**config.mk**
```make
export PLATFORM = sky130hd
export DESIGN_NAME = fifo_serial_tx
export DESIGN_NICKNAME = d
export VERILOG_FILES = /design/src/rtl/fifo_serial_tx_pkg.sv /design/src/rtl/fifo_serial_tx_bit_timer.sv /design/src/rtl/fifo_serial_tx.sv
export SDC_FILE = /design/constraint.sdc
export NUM_CORES = 1
export LEC_CHECK = 0
export CELL_PAD_IN_SITES_DETAIL_PLACEMENT = 1
export CELL_PAD_IN_SITES_GLOBAL_PLACEMENT = 2
export CORE_MARGIN = 2
export CORE_UTILIZATION = 31
export CTS_CLUSTER_SIZE = 20
export DETAILED_ROUTE_END_ITERATION = 6
export PLACE_DENSITY_LB_ADDON = 0.08
export SYNTH_ARGS = -nofsm -noshare
export SYNTH_HDL_FRONTEND = slang
export SYNTH_HIERARCHICAL = 1
export SYNTH_SLANG_ARGS = --single-unit
export TNS_END_PERCENT = 30
```
**constraint.sdc**
```tcl
create_clock -name clk -period 3.5 [get_ports clk]
set_input_delay 0.35 -clock clk [delete_from_list [all_inputs] [get_ports clk]]
set_output_delay 0.35 -clock clk [all_outputs]
set_load 0.005 [all_outputs]
```
**src/rtl/fifo_serial_tx_pkg.sv**
```systemverilog
// Shared types and defaults for the FIFO-fed serial transmitter.
// The state encoding is visible on the top-level debug port.
package fifo_serial_tx_pkg;

    localparam int WIDTH_DEF = 3;
    localparam int DIV_DEF   = 4;

    typedef enum logic [2:0] {
        IDLE  = 3'd0,
        WAIT  = 3'd1,
        START = 3'd2,
        DATA  = 3'd3,
        STOP  = 3'd4
    } state_e;

endpackage

```
**src/rtl/fifo_serial_tx_bit_timer.sv**
```systemverilog
// Bit-period down-counter: reload to DIV-1, count to zero, tick while at zero.
// The counter parks at zero until the next load.
module bit_timer #(
    parameter int DIV = 4
) (
    input  logic clk,
    input  logic rst,
    input  logic load,
    output logic tick
);
    localparam int TW = $clog2(DIV);
    localparam logic [TW-1:0] RELOAD = TW'(DIV - 1);

    logic [TW-1:0] cnt_q;
    logic [TW-1:0] cnt_d;

    always_comb begin
        cnt_d = cnt_q;
        if (load) begin
            cnt_d = RELOAD;
        end else if (cnt_q != '0) begin
            cnt_d = cnt_q - TW'(1);
        end
    end

    assign tick = (cnt_q == '0);

    always_ff @(posedge clk) begin
        if (rst) begin
            cnt_q <= '0;
        end else begin
            cnt_q <= cnt_d;
        end
    end

endmodule

```
**src/rtl/fifo_serial_tx.sv**
```systemverilog
// Pops one word at a time from a FIFO and sends it as START, WIDTH data bits
// (LSB first) and STOP, each held for DIV clocks. tx is registered.
module fifo_serial_tx
    import fifo_serial_tx_pkg::*;
#(
    parameter int WIDTH = WIDTH_DEF,
    parameter int DIV   = DIV_DEF
) (
    input  logic             clk,
    input  logic             rst,
    input  logic             en,
    input  logic             empty,
    output logic             re,
    input  logic [WIDTH-1:0] rdata,
    output logic             tx,
    output logic             busy,
    output logic [7:0]       frame_count,
    output logic [2:0]       state_dbg
);
    localparam int BW = $clog2(WIDTH + 1);
    localparam logic [BW-1:0] LAST_BIT = BW'(WIDTH - 1);

    state_e           state_q, state_d;
    logic [WIDTH-1:0] shreg_q, shreg_d;
    logic [BW-1:0]    bit_cnt_q, bit_cnt_d;
    logic             tx_q, tx_d;
    logic [7:0]       frame_count_q, frame_count_d;
    logic             timer_load;
    logic             tick;

    bit_timer #(.DIV(DIV)) u_bit_timer (
        .clk  (clk),
        .rst  (rst),
        .load (timer_load),
        .tick (tick)
    );

    // FIFO handshake: re is a one-cycle pulse, only in IDLE with empty low;
    // the word on rdata is taken in the following (WAIT) cycle.
    always_comb begin
        state_d       = state_q;
        shreg_d       = shreg_q;
        bit_cnt_d     = bit_cnt_q;
        frame_count_d = frame_count_q;
        timer_load    = 1'b0;
        re            = 1'b0;
        case (state_q)
            IDLE: begin
                if (en && !empty && !rst) begin
                    re      = 1'b1;
                    state_d = WAIT;
                end
            end
            WAIT: begin
                shreg_d    = rdata;
                timer_load = 1'b1;
                state_d    = START;
            end
            START: begin
                if (tick) begin
                    timer_load = 1'b1;
                    bit_cnt_d  = '0;
                    state_d    = DATA;
                end
            end
            DATA: begin
                if (tick) begin
                    timer_load = 1'b1;
                    shreg_d    = shreg_q >> 1;
                    if (bit_cnt_q == LAST_BIT) begin
                        state_d = STOP;
                    end else begin
                        bit_cnt_d = bit_cnt_q + BW'(1);
                    end
                end
            end
            STOP: begin
                if (tick) begin
                    frame_count_d = frame_count_q + 8'd1;
                    state_d       = IDLE;
                end
            end
            default: state_d = IDLE;
        endcase

        // tx is derived from the next state so the registered line lines up with it
        case (state_d)
            START:   tx_d = 1'b0;
            DATA:    tx_d = shreg_d[0];
            default: tx_d = 1'b1;
        endcase
    end

    always_ff @(posedge clk) begin
        if (rst) begin
            state_q       <= IDLE;
            shreg_q       <= '0;
            bit_cnt_q     <= '0;
            tx_q          <= 1'b1;
            frame_count_q <= 8'd0;
        end else begin
            state_q       <= state_d;
            shreg_q       <= shreg_d;
            bit_cnt_q     <= bit_cnt_d;
            tx_q          <= tx_d;
            frame_count_q <= frame_count_d;
        end
    end

    assign tx          = tx_q;
    assign busy        = (state_q != IDLE) || re;
    assign frame_count = frame_count_q;
    assign state_dbg   = state_q;

endmodule

```
==> results.toml <==
[status]
status = "finished clean"

[yosys]
synthesis.nets = 124
netlist_area_sq_mm = 0.00100
ys_warn_count = 6
ys_seq_elements = 19
synth.distinct_cells = 37
seq_area_frac_synth = 0.379
avgSynthCellArea_sq_um = 8.80
synth_cells = 114

[clocking]
clock_latency_ns = 0.30
cts_hold_buf = 0
post-cts-setup-buffers = 0
clock-root-buffer = "clkbuf_4"
cts_buffer_depth = 2
cts_resized = 0
htree_levels = 1
numCtsBuffers = 3
clk_pin_slew_ns = 0.11
clkSinkCount = 19
cts_tree = "done"

[sta]
finalHoldViolCount = 0
fin_tns_setup_ns = 0
max_slew.worst_pin.slew_ns = 0.631
setup_viol = 0
fin_ws_ns = 1.27
fin_crit_ns = 2.23
fin_skew_ns = 0.00229
max-slew-margin-rel = 0.579
rsz0062_at_grt = "false"
post-route-period-util = 0.637
clock.fmax_mhz = 449
drv_slew = 0

[critical_path]
cpPeakStageDelay_ns = 0.74
cp_top_family = "flip-flops"
critPathLaunchType = "register"
cp.arrival_ns = 1.88
critical-path-slowest-cell = "dfxtp_1"
worstPathMaxFanout = 18
crit_type = "reg -> out"
cp.required_ns = 3.15
path_cells = "nor2_1 > nand3_1 > clkdlybuf4s50_1"
path_buf_inv = 1
end_kind = "primary output"

[layout]
n_antenna_cell = 0
drive_gt1_frac = 0.0379
syn_to_final_growth_pct = 25.2
nets = 143
final_common_cell = "clkdlybuf4s50_1"
fin_cells = 176
final_cell_mix = "20 x clkdlybuf4s50_1, 19 x dfxtp_1, 10 x a21oi_1"

[grt]
grt_pass1_vias = 884
grt_max_degree = 22
grt_pass1_wl_microns = 3970
antenna_found_initial = 0
grt.total_usage = 0.141
overflow = 0

[floorplanning]
start_util = 0.326
io_pins = 21
die_h_microns = 60.9
rows = 20
die_area_sq_mm = 0.00371
die_w_microns = 60.9
core_area_sq_mm = 0.00308

[detailed_routing]
first_iter_violations = 36
ant_nets = 0
finalWirelength_microns = 2320
drc = 0
vias = 914
viasPerCell = 5.19
wl_per_cell_microns = 13.2
dr.pass1.iters = 2

[worst_hold_path]
hold_class = "reg -> reg"

[placed_design]
place_ws_ns = 1.27
dp_cells = 172
gp_congestion = 0.691
port_buffers = 20
hpwl_microns = 1600

[run]
drv_cap = 0

[pwr]
powerDensity_mw_per_mm2 = 390
ir_worst_vdd_uv = 147
power.total_mw = 0.489
leakage_nw = 0.414
-- path summary, 6_finish.rpt --
| kind | depth (start not counted) | slack, ns | from | end |
|---|---|---|---|---|
| worst max-delay path | 3 | 1.27 | state_dbg[1] | busy |
| worst min register to register | 2 | 0.50 | bit_cnt_q[1] | bit_cnt_q[1] |
| worst max register to register | 5 | 1.47 | u_bit_timer/cnt_q[0] | frame_count[7] |
| worst min-delay path | 2 | 0.50 | bit_cnt_q[1] | bit_cnt_q[1] |
-- flip-flops by register name, summed over array words and instances, names as in the netlist --
register / cells
tx: 1
shreg_q: 3
frame_count: 8
u_bit_timer/cnt_q: 2
state_dbg: 3
bit_cnt_q: 2
-- stage by stage --
stage	area [sq um]	utilization	hold WS [ns]
after floorplan	1000	-	0.422
after global placement	1230	0.400	0.470
after detailed placement	1230	0.400	0.479
after CTS	1260	0.408	0.495
after global routing	1260	0.408	0.525
final	1260	0.408	0.501
-- worst min-delay path: stages (launching register included) --
cell     delay, ns
dfxtp_1       0.33
o21ai_1       0.07
a21oi_1       0.06
-- synthesized netlist by cell type --
| master | number | area (sq um) |
|---|---|---|
| a211oi_1 | 1 | 7.51 |
| a21boi_1 | 1 | 7.51 |
| a21oi_1 | 10 | 50.1 |
| and2_1 | 1 | 6.26 |
| and3b_1 | 1 | 8.76 |
| and4_1 | 1 | 8.76 |
| and4bb_1 | 1 | 12.5 |
| buf_2 | 2 | 10.0 |
| buf_6 | 1 | 11.3 |
| clkbuf_1 | 4 | 15.0 |
| dfxtp_1 | 19 | 380 |
| ha_1 | 3 | 37.5 |
| inv_1 | 7 | 26.3 |
| mux2_1 | 1 | 11.3 |
| mux2i_1 | 2 | 20.0 |
| nand2_1 | 5 | 18.8 |
| nand3_1 | 4 | 20.0 |
| nand3b_1 | 4 | 30.0 |
| nand4_1 | 2 | 12.5 |
| nand4bb_4 | 1 | 27.5 |
| nor2_1 | 9 | 33.8 |
| nor2b_1 | 2 | 12.5 |
| nor3_1 | 2 | 10.0 |
| nor4_1 | 3 | 18.8 |
| nor4b_1 | 1 | 8.76 |
| nor4bb_1 | 1 | 10.0 |
| o2111ai_1 | 1 | 8.76 |
| o21a_1 | 1 | 7.51 |
| o21ai_0 | 2 | 10.0 |
| o21ai_1 | 3 | 15.0 |
| o21ba_1 | 2 | 20.0 |
| o31ai_1 | 5 | 37.5 |
| or2b_1 | 1 | 7.51 |
| or3b_1 | 1 | 8.76 |
| or4_1 | 6 | 45.0 |
| or4b_1 | 1 | 10.0 |
| xnor2_1 | 2 | 17.5 |
-- final cells by class --
| type | count | area (sq um) |
|---|---|---|
| fill | 373 | 1820 |
| multi-input combinational | 81 | 561 |
| sequential | 19 | 380 |
| timing repair buffer | 21 | 208 |
| tap | 44 | 55.1 |
| clock buffer | 4 | 26.3 |
| inverter | 7 | 26.3 |
-- layer usage --
metal	part of all wire	global-route usage	wire (microns)
met1	0.46	0.169	1070
met2	0.49	0.252	1130
met3	0.046	0.0405	107
met4	0.0034	0.0280	8
met5	0	0	0
-- where the power goes --
| group | switching [mW] | internal [mW] |
|---|---|---|
| combinational | 0.0710 | 0.0618 |
| clock | 0.0690 | 0.0444 |
| sequential | 0.0126 | 0.231 |
-- kinds of logic (layout without fill, tap and decap cells) --
kind of cell / Yosys count / after routing / share of synthesized area
AND/OR/NAND/NOR: 47 / 47 / 0.309
AO/OA/AOI/OAI: 26 / 26 / 0.163
flip-flops: 19 / 19 / 0.379
buffers and inverters: 14 / 32 / 0.0623
adder cells (fa/ha/maj): 3 / 3 / 0.0374
multiplexers: 3 / 3 / 0.0312
XOR/XNOR: 2 / 2 / 0.0175
No activity file was read; power rests on OpenSTA's default activity.
